`src/rtl/rgb_hue_sequencer.sv`:
```
// Six-colour hue wheel (R>Y>G>C>B>M) for an active-low RGB LED, with hard steps
// or PWM cross-fade, run-time direction, pause and global brightness scaling.
module rgb_hue_sequencer #(
   parameter int STEP_CYCLES = 2_000_000,
   parameter int PWM_BITS    = 8
) (
   input  logic                clk,
   input  logic                rst_n,
   input  logic                i_enable,
   input  logic                i_mode,
   input  logic                i_dir,
   input  logic [PWM_BITS-1:0] i_brightness,
   output logic                RGB_R,
   output logic                RGB_G,
   output logic                RGB_B,
   output logic [2:0]          o_segment,
   output logic                o_wrap
);

   localparam int PW = (STEP_CYCLES > 2) ? $clog2(STEP_CYCLES) : 1;
   localparam logic [PW-1:0]       PRESC_LAST = PW'(STEP_CYCLES - 1);
   localparam logic [PW-1:0]       PRESC_ZERO = {PW{1'b0}};
   localparam logic [PW-1:0]       PRESC_ONE  = PW'(1);
   localparam logic [PWM_BITS-1:0] MAX  = {PWM_BITS{1'b1}};
   localparam logic [PWM_BITS-1:0] ZERO = {PWM_BITS{1'b0}};
   localparam logic [PWM_BITS-1:0] ONE  = PWM_BITS'(1);

   function automatic logic [2:0] seg_inc(input logic [2:0] seg);
      if (seg >= 3'd5) begin
         return 3'd0;
      end else begin
         return seg + 3'd1;
      end
   endfunction

   // Out-of-range codes also land on 5 so the segment can never stick at 6/7.
   function automatic logic [2:0] seg_dec(input logic [2:0] seg);
      if ((seg == 3'd0) || (seg > 3'd5)) begin
         return 3'd5;
      end else begin
         return seg - 3'd1;
      end
   endfunction

   // eff = comp * (bright + 1) >> PWM_BITS; the product cannot exceed 2*PWM_BITS bits.
   function automatic logic [PWM_BITS-1:0] scale_level(input logic [PWM_BITS-1:0] comp,
                                                      input logic [PWM_BITS-1:0] bright);
      logic [2*PWM_BITS:0] prod;
      prod = {{(PWM_BITS+1){1'b0}}, comp} * {{PWM_BITS{1'b0}}, ({1'b0, bright} + {{PWM_BITS{1'b0}}, 1'b1})};
      return PWM_BITS'(prod >> PWM_BITS);
   endfunction

   logic [PW-1:0]       presc_r, presc_nxt_s;
   logic [2:0]          segment_r, segment_nxt_s;
   logic [PWM_BITS-1:0] level_r, level_nxt_s;
   logic                mode_r, mode_nxt_s;
   logic                wrap_r, wrap_nxt_s;
   logic                tick_s;
   logic [PWM_BITS-1:0] level_inv_s;
   logic [PWM_BITS-1:0] comp_r_s, comp_g_s, comp_b_s;
   logic [2:0][PWM_BITS-1:0] eff_s;
   logic [PWM_BITS-1:0] pwm_cnt_r;
   logic [2:0][PWM_BITS-1:0] duty_r;
   logic [2:0]          lit_s;
   logic [2:0]          pin_r;

   // Prescaler and wheel position next-state; mode/dir only matter on a tick.
   always_comb begin
      tick_s        = i_enable && (presc_r == PRESC_LAST);
      presc_nxt_s   = presc_r;
      segment_nxt_s = segment_r;
      level_nxt_s   = level_r;
      mode_nxt_s    = mode_r;
      wrap_nxt_s    = 1'b0;
      if (tick_s) begin
         presc_nxt_s = PRESC_ZERO;
         mode_nxt_s  = i_mode;
         if (!i_mode) begin
            level_nxt_s = ZERO;
            if (!i_dir) begin
               segment_nxt_s = seg_inc(segment_r);
               wrap_nxt_s    = (segment_r == 3'd5);
            end else begin
               segment_nxt_s = seg_dec(segment_r);
               wrap_nxt_s    = (segment_r == 3'd0);
            end
         end else if (!i_dir) begin
            if (level_r == MAX) begin
               level_nxt_s   = ZERO;
               segment_nxt_s = seg_inc(segment_r);
               wrap_nxt_s    = (segment_r == 3'd5);
            end else begin
               level_nxt_s = level_r + ONE;
            end
         end else begin
            if (level_r == ZERO) begin
               level_nxt_s   = MAX;
               segment_nxt_s = seg_dec(segment_r);
               wrap_nxt_s    = (segment_r == 3'd0);
            end else begin
               level_nxt_s = level_r - ONE;
            end
         end
      end else if (i_enable) begin
         presc_nxt_s = presc_r + PRESC_ONE;
      end else begin
         presc_nxt_s = presc_r;
      end
   end

   // Position state register.
   always_ff @(posedge clk) begin
      if (!rst_n) begin
         presc_r   <= PRESC_ZERO;
         segment_r <= 3'd0;
         level_r   <= ZERO;
         mode_r    <= 1'b0;
         wrap_r    <= 1'b0;
      end else begin
         presc_r   <= presc_nxt_s;
         segment_r <= segment_nxt_s;
         level_r   <= level_nxt_s;
         mode_r    <= mode_nxt_s;
         wrap_r    <= wrap_nxt_s;
      end
   end

   // Colour-wheel component levels; in step mode the level is zero, the table just states it outright.
   always_comb begin
      level_inv_s = MAX - level_r;
      comp_r_s    = ZERO;
      comp_g_s    = ZERO;
      comp_b_s    = ZERO;
      case (segment_r)
         3'd0: begin
            comp_r_s = MAX;
            comp_g_s = mode_r ? level_r : ZERO;
            comp_b_s = ZERO;
         end
         3'd1: begin
            comp_r_s = mode_r ? level_inv_s : MAX;
            comp_g_s = MAX;
            comp_b_s = ZERO;
         end
         3'd2: begin
            comp_r_s = ZERO;
            comp_g_s = MAX;
            comp_b_s = mode_r ? level_r : ZERO;
         end
         3'd3: begin
            comp_r_s = ZERO;
            comp_g_s = mode_r ? level_inv_s : MAX;
            comp_b_s = MAX;
         end
         3'd4: begin
            comp_r_s = mode_r ? level_r : ZERO;
            comp_g_s = ZERO;
            comp_b_s = MAX;
         end
         3'd5: begin
            comp_r_s = MAX;
            comp_g_s = ZERO;
            comp_b_s = mode_r ? level_inv_s : MAX;
         end
         default: begin
            comp_r_s = ZERO;
            comp_g_s = ZERO;
            comp_b_s = ZERO;
         end
      endcase
      eff_s[0] = scale_level(comp_r_s, i_brightness);
      eff_s[1] = scale_level(comp_g_s, i_brightness);
      eff_s[2] = scale_level(comp_b_s, i_brightness);
      for (int i = 0; i < 3; i++) begin
         lit_s[i] = (pwm_cnt_r < duty_r[i]);
      end
   end

   // PWM counter, period-aligned duty reload and registered active-low pins.
   always_ff @(posedge clk) begin
      if (!rst_n) begin
         pwm_cnt_r <= ZERO;
         duty_r    <= {3{ZERO}};
         pin_r     <= 3'b111;
      end else begin
         pwm_cnt_r <= pwm_cnt_r + ONE;
         if (pwm_cnt_r == MAX) begin
            duty_r <= eff_s;
         end
         pin_r <= ~lit_s;
      end
   end

   assign RGB_R     = pin_r[0];
   assign RGB_G     = pin_r[1];
   assign RGB_B     = pin_r[2];
   assign o_segment = segment_r;
   assign o_wrap    = wrap_r;

endmodule

```
`config.mk`:
```
export PLATFORM = sky130hd
export DESIGN_NAME = rgb_hue_sequencer
export DESIGN_NICKNAME = d
export VERILOG_FILES = /design/src/rtl/rgb_hue_sequencer.sv
export SDC_FILE = /design/constraint.sdc
export NUM_CORES = 1
export LEC_CHECK = 0
export CAP_MARGIN = 10
export CORE_MARGIN = 3
export CORE_UTILIZATION = 25
export CTS_CLUSTER_DIAMETER = 150
export DETAILED_ROUTE_END_ITERATION = 16
export PLACE_DENSITY = 0.5
export SLEW_MARGIN = 5
export SYNTH_ARGS = -nofsm -noshare
export SYNTH_HDL_FRONTEND = slang
export SYNTH_SLANG_ARGS = --single-unit
```
`constraint.sdc`:
```
create_clock -name clk -period 7.15 [get_ports clk]
set_input_delay 0.715 -clock clk [delete_from_list [all_inputs] [get_ports clk]]
set_output_delay 0.715 -clock clk [all_outputs]
set_load 0.02 [all_outputs]
```
==> results of run 1 <==
sequential cells by signal (all words and copies together), names as in the netlist:
register   cells
o_segment      3
level_r        8
pin_r          3
mode_r         1
pwm_cnt_r      8
duty_r        24
presc_r       21
o_wrap         1
report_power, final:
group / leakage (uW) / total (uW) / switching, uW / internal, uW
logic: 0.00477 / 1020 / 602 / 415
registers: 0.000557 / 394 / 4.98 / 389
clock network: 0.000155 / 490 / 176 / 314
total: 0.00548 / 1900 / 783 / 1120
worst max path at each step:
stage                  to  slack (ps)       startpoint
2_1_floorplan  duty_r[15]        1330     o_segment[0]
3_3_place_gp    duty_r[4]         720  i_brightness[4]
3_5_place_dp    duty_r[4]         610  i_brightness[4]
4_1_cts        duty_r[23]         720     o_segment[2]
5_1_grt        duty_r[23]         200     o_segment[2]
6_report        duty_r[4]         730     o_segment[2]
area by class of cell:
type	count	share of cell area (%)
Timing Repair Buffer	41	3.07
Multi-Input combinational cell	1004	70.8
Clock inverter	5	0.735
Sequential cell	69	11.9
Clock buffer	10	2.06
Tap cell	532	5.75
Inverter	174	5.64
worst max-delay path: stages (launching register included):
cell and delay (ps):
dfxtp_1 830, inv_1 220, nor2_1 530, nand2_1 110, o21ai_1 470, nor2_1 140
fa_1 490, fa_1 540, inv_1 50, fa_1 470, inv_1 50, fa_1 480
ha_1 300, nand3_1 60, nor3_1 440, o21ai_1 210, o21ai_0 300, a21o_1 210
a2111oi_0 100, a221o_1 290
per-stage QoR:
stage | instances | hold WS (ps) | cell area [sq um]
5_1_grt | 1835 | 473 | 11600
2_1_floorplan | 1298 | 425 | 10400
3_3_place_gp | 1820 | 440 | 11300
3_5_place_dp | 1820 | 443 | 11300
4_1_cts | 1835 | 454 | 11600
6_report | 1835 | 452 | 11600
layer usage:
metal	routed length (um)	track usage [%]
met3	1080	1.62
met1	13600	18.8
met4	384	2.86
met5	0	0
met2	13500	21.8
kinds of logic (layout without fill, tap and decap cells):
| family | Yosys count | in the layout |
|---|---|---|
| AND/OR/NAND/NOR | 486 | 486 |
| AO/OA/AOI/OAI | 206 | 206 |
| flip-flops | 69 | 69 |
| XOR/XNOR | 58 | 58 |
| adder cells (fa/ha/maj) | 250 | 250 |
| multiplexers | 4 | 4 |
| buffers and inverters | 225 | 230 |
cell usage in the layout, fill, tap and decap left out, types with 5 or more instances in the layout:
cell type	synthesis	routed
nand3_1	34	34
xnor2_1	28	26
a31oi_1	5	5
xor2_1	30	26
a211oi_1	14	14
nor2_1	235	235
nand4_1	16	16
and2_1	10	10
clkbuf_16	0	9
a21boi_0	6	6
fa_1	120	120
nor2b_1	11	11
o21a_1	9	9
clkdlybuf4s50_1	0	19
nand2b_1	12	12
o21ai_1	19	19
a21o_1	23	23
buf_4	0	22
nor3_1	10	10
or2_2	43	43
dfxtp_1	69	69
nand2_1	74	74
and3_1	15	15
inv_1	174	174
or3_1	7	7
o21ai_0	41	41
a21oi_1	53	53
ha_1	130	130
==> summary.txt, run 1 <==
setup tns final - 0 ps
slew at the pin closest to its max-slew limit - 1000 ps
initial antenna violation count - 0
vias in the first global route - 8781
synth warn - 0
dpl hpwl - 22.3 mm
DR vias - 8710
Core Footprint - 41000 sq um
xor/xnor share of the synthesized area - 4.88%
Setup WS pre-CTS - 615 ps
die area - 44100 sq um
# setup viols final - 0
# hold bufs at CTS - 0
Overflow after GRT - 0
Root Buffer - clkbuf_16
final hold viol count - 0
sequential cell area fraction in the yosys report - 13.3%
cts repair resizes - 0
Leak - 0.00548 uW
worst-skew pair later-pin latency - 350 ps
Total Power - 1900 uW
post-CTS setup buffer count - 0
commonest cells in the netlist - 235 x nor2_1, 174 x inv_1, 130 x ha_1
most frequent cell after synthesis - nor2_1
# IOs - 20
TritonRoute pass-1 iters - 7
WL/cell - 15.6 um
Max Fanout on Critical Path - 21
outcome - complete, no violations
# nets final - 1562
number of CTS-inserted buffers - 9
final core utilization - 28.2%
Site Rows - 74
# Max-Cap Violations - 0
Critical Path RT - 7370 ps
share of layout cells above drive strength 1 - 7.52%
layout filler cell count - 4446
Die Y-Extent - 210 um
CTS Sinks - 69
Synth top area share - 23.1%
initial cell density of the core - 25.4%
WHS Endpoint - duty_r[15]
largest net degree at the start of global routing - 37
global placement routability congestion - 0.921
Antenna Cells - 0
Critical Path End Type - register
Cell variety after synth - 64
dominant synthesized flop cell - dfxtp_1
area of the multi-input gates - 8200 sq um
Mapped Cells - 1298
drt via density - 4.75
Post-Syn Area - 10400 sq um
Rel. slew slack - 32.8%
critical path launch point type - register
worst reg2reg startpoint - o_segment[2]
Synth Area in Compound Gates - 12.7%
DIE WIDTH - 210 um
post-route ant nets - 0
Power Dens Cells - 164 nW/um^2
top area cells in the synthesized netlist - fa_1 23%, ha_1 16%, dfxtp_1 13%
CTS max path bufs - 2
Simple-Gate Fraction of Synth Area - 21.6%
Synth Area in Adders - 38.7%
Routed WL - 28.6 mm
Final Slew Violations - 0
Hold Path Origin - duty_r[15]
CP Class - reg2reg
# DRC - 0
FF-to-FF End - duty_r[4]
syn avg cell area - 8.02 sq um
synthesized flop and latch total - 69
Area Growth Syn to Fin - 11.3%
number of enable flip-flop cells after synthesis - 0
mux cell area share after synthesis - 0.445%
main combinational cell family by area after synthesis - adder cells
Async S/R FF share, synth - 0%
Mapped Nets - 1561
data arrival time of the worst path - 6650 ps
H-tree levels - 3
CTS tree - yes
peak supply drop - 122 uV
hold depth - 2
Max Fclk - 156 MHz
FF-to-FF path depth - 19
first-pass GRT wire length - 47.1 mm
crit path time final - 6420 ps
1st-iter DRT viols - 460
unrepaired setup endpoints after global routing - false
CTS clk-pin slew, worst paths - 60 ps
Tcrit/Tclk final - 89.9%
Yosys top cell by area - fa_1
clock skew - 11.3 ps
reg2reg setup slack - 730 ps
Total GRT Usage - 13.3%
PnR worst setup slack - 725 ps
port bufs - 19
HP Class - reg2reg
sequential cell area - 1380 sq um
(Power assumes the default switching activity.)
==> inputs of run 2 (changes only) <==
--- a/config.mk
+++ b/config.mk
@@ -11,7 +11,8 @@
 export CTS_CLUSTER_DIAMETER = 150
 export DETAILED_ROUTE_END_ITERATION = 16
 export PLACE_DENSITY = 0.5
-export SLEW_MARGIN = 5
+export RECOVER_POWER = 25
+export SLEW_MARGIN = 10
 export SYNTH_ARGS = -nofsm -noshare
 export SYNTH_HDL_FRONTEND = slang
 export SYNTH_SLANG_ARGS = --single-unit
==> summary.txt, run 2 (synthesis results as in run 1) <==
outcome - finished, violations left (was complete, no violations)
failing checks - capacitance limit, slew limit
WL/cell - 15.6 um (about the same)
Critical Path End Type - register (unchanged)
CTS max path bufs - 2 (unchanged)
crit path time final - 6420 ps (about the same)
Area Growth Syn to Fin - 11.3% (about the same)
Hold Slack - 452 ps (about the same)
CP Class - reg2reg (unchanged)
Tcrit/Tclk final - 89.8% (was 89.9%)
Rel. slew slack - -7.61% (was 32.8%)
vias in the first global route - 8781 (unchanged)
routing usage on met3 - 1.62% (unchanged)
GRT met2 Usage - 21.8% (unchanged)
# hold bufs at CTS - 0 (unchanged)
slew at the pin closest to its max-slew limit - 1610 ps (was 1000 ps)
switching power - 782 uW (was 783 uW)
port bufs - 19 (unchanged)
Critical Path RT - 7370 ps (about the same)
global placement routability congestion - 0.921 (unchanged)
Root Buffer - clkbuf_16 (unchanged)
internal power - 1120 uW (about the same)
number of CTS-inserted buffers - 9 (unchanged)
largest net degree at the start of global routing - 37 (unchanged)
power share of the combinational group - 53.4% (was 53.5%)
critical path launch point type - register (unchanged)
# IOs - 20 (unchanged)
Leak - 0.00548 uW (about the same)
post-CTS setup buffer count - 0 (unchanged)
Die Y-Extent - 210 um (unchanged)
CTS Sinks - 69 (unchanged)
most frequent cells in the layout - 235 x nor2_1, 174 x inv_1, 130 x ha_1 (unchanged)
final hold viol count - 0 (unchanged)
H-tree levels - 3 (unchanged)
# Max-Cap Violations - 1 (was 0)
power share of the clock group - 25.8% (about the same)
cts repair resizes - 0 (unchanged)
# setup viols final - 0 (unchanged)
first-pass GRT wire length - 47.1 mm (unchanged)
post-route ant nets - 0 (unchanged)
peak supply drop - 122 uV (about the same)
gr busiest metal - met2 (unchanged)
initial cell density of the core - 25.4% (unchanged)
data arrival time of the worst path - 6640 ps (was 6650 ps)
dpl hpwl - 22.3 mm (unchanged)
Routed WL - 28.5 mm (was 28.6 mm)
TritonRoute pass-1 iters - 7 (unchanged)
HP Class - reg2reg (unchanged)
Antenna Cells - 0 (unchanged)
drt via density - 4.75 (about the same)
setup tns final - 0 ps (unchanged)
# DRC - 0 (unchanged)
worst-skew pair later-pin latency - 340 ps (was 350 ps)
1st-iter DRT viols - 546 (was 460)
GR Layer Usage met1 - 18.8% (unchanged)
Finished Layout Cells - 1835 (unchanged)
Largest regs - duty_r x24, presc_r x21 (unchanged)
Reg with most FFs - duty_r (unchanged)
DIE WIDTH - 210 um (unchanged)
Total GRT Usage - 13.3% (unchanged)
Site Rows - 74 (unchanged)
layout filler cell count - 4445 (was 4446)
die area - 44100 sq um (unchanged)
DR vias - 8712 (was 8710)
Power Dens Cells - 164 nW/um^2 (about the same)
unrepaired setup endpoints after global routing - false (unchanged)
Max Fclk - 156 MHz (about the same)
# nets final - 1562 (unchanged)
clock skew - 10.9 ps (was 11.3 ps)
CTS clk-pin slew, worst paths - 60 ps (about the same)
most common cell after layout, fill and taps aside - nor2_1 (unchanged)
Total Power - 1900 uW (about the same)
CTS tree - yes (unchanged)
Largest register FFs - 24 (unchanged)
initial antenna violation count - 0 (unchanged)
Overflow after GRT - 0 (unchanged)
Core Footprint - 41000 sq um (unchanged)
Final Slew Violations - 37 (was 0)
Flop pwr share - 20.7% (about the same)
Max Fanout on Critical Path - 21 (unchanged)
switching share of power - 41.2% (about the same)
share of layout cells above drive strength 1 - 7.44% (was 7.52%)
Inst Count DP - 1820 (unchanged)
==> run 2: cell types whose count changed in the layout (fill, tap and decap cells not counted) <==
cell,before,now
dlygate4sd3_1,0,7
clkbuf_1,0,1
and2_0,0,4
and2_1,10,6
clkdlybuf4s50_1,19,12
buf_4,22,21
==> run 2: critical path, stage by stage (launching register included) <==
cell and delay (ps):
dfxtp_1 820, inv_1 220, nor2_1 530, nand2_1 110, o21ai_1 460, nor2_1 140
fa_1 490, fa_1 540, inv_1 50, fa_1 470, inv_1 50, fa_1 480
ha_1 300, nand3_1 60, nor3_1 440, o21ai_1 210, o21ai_0 310, a21o_1 210
a2111oi_0 100, a221o_1 290
==> run 2: per-stage QoR <==
stage                     utilization, %  cell area (sq um)  setup WS, ps
after floorplan                        -              10400          1330
after global placement              27.4              11300           718
after detailed placement            27.4              11300           615
after CTS                           28.2              11600           720
after global routing                28.2              11600           202
final                               28.2              11600           729
==> run 2: area by class of cell <==
type	count	area, sq um	share of cell area [%]
Clock inverter	5	85.1	0.735
Inverter	174	653	5.64
Tap cell	532	666	5.75
Timing Repair Buffer	41	352	3.04
Clock buffer	10	239	2.06
Sequential cell	69	1380	11.9
Multi-Input combinational cell	1004	8200	70.8
==> run 2: power groups by stage <==
stage	Sequential, uW	Clock [uW]	Combinational [uW]
floorplan	402	0	751
finish	394	490	1010
global route	394	523	1160
CTS	394	505	1020
global placement	402	0	1000
detailed placement	402	0	1010
==> run 2: worst paths after layout <==
path,slack [ps],from,endpoint,cells past startpoint
worst max-delay path,730,o_segment[2],duty_r[4],19
worst min register to register,450,duty_r[15],duty_r[15],2
worst max register to register,730,o_segment[2],duty_r[4],19
worst min-delay path,450,duty_r[15],duty_r[15],2
==> run 2: metal layers <==
| metal | up-vias | wire length, um |
|---|---|---|
| met3 | 32 | 1040 |
| met4 | 0 | 419 |
| met2 | 163 | 13500 |
| met5 | - | 0 |
| li1 | 4221 | - |
| met1 | 4296 | 13600 |
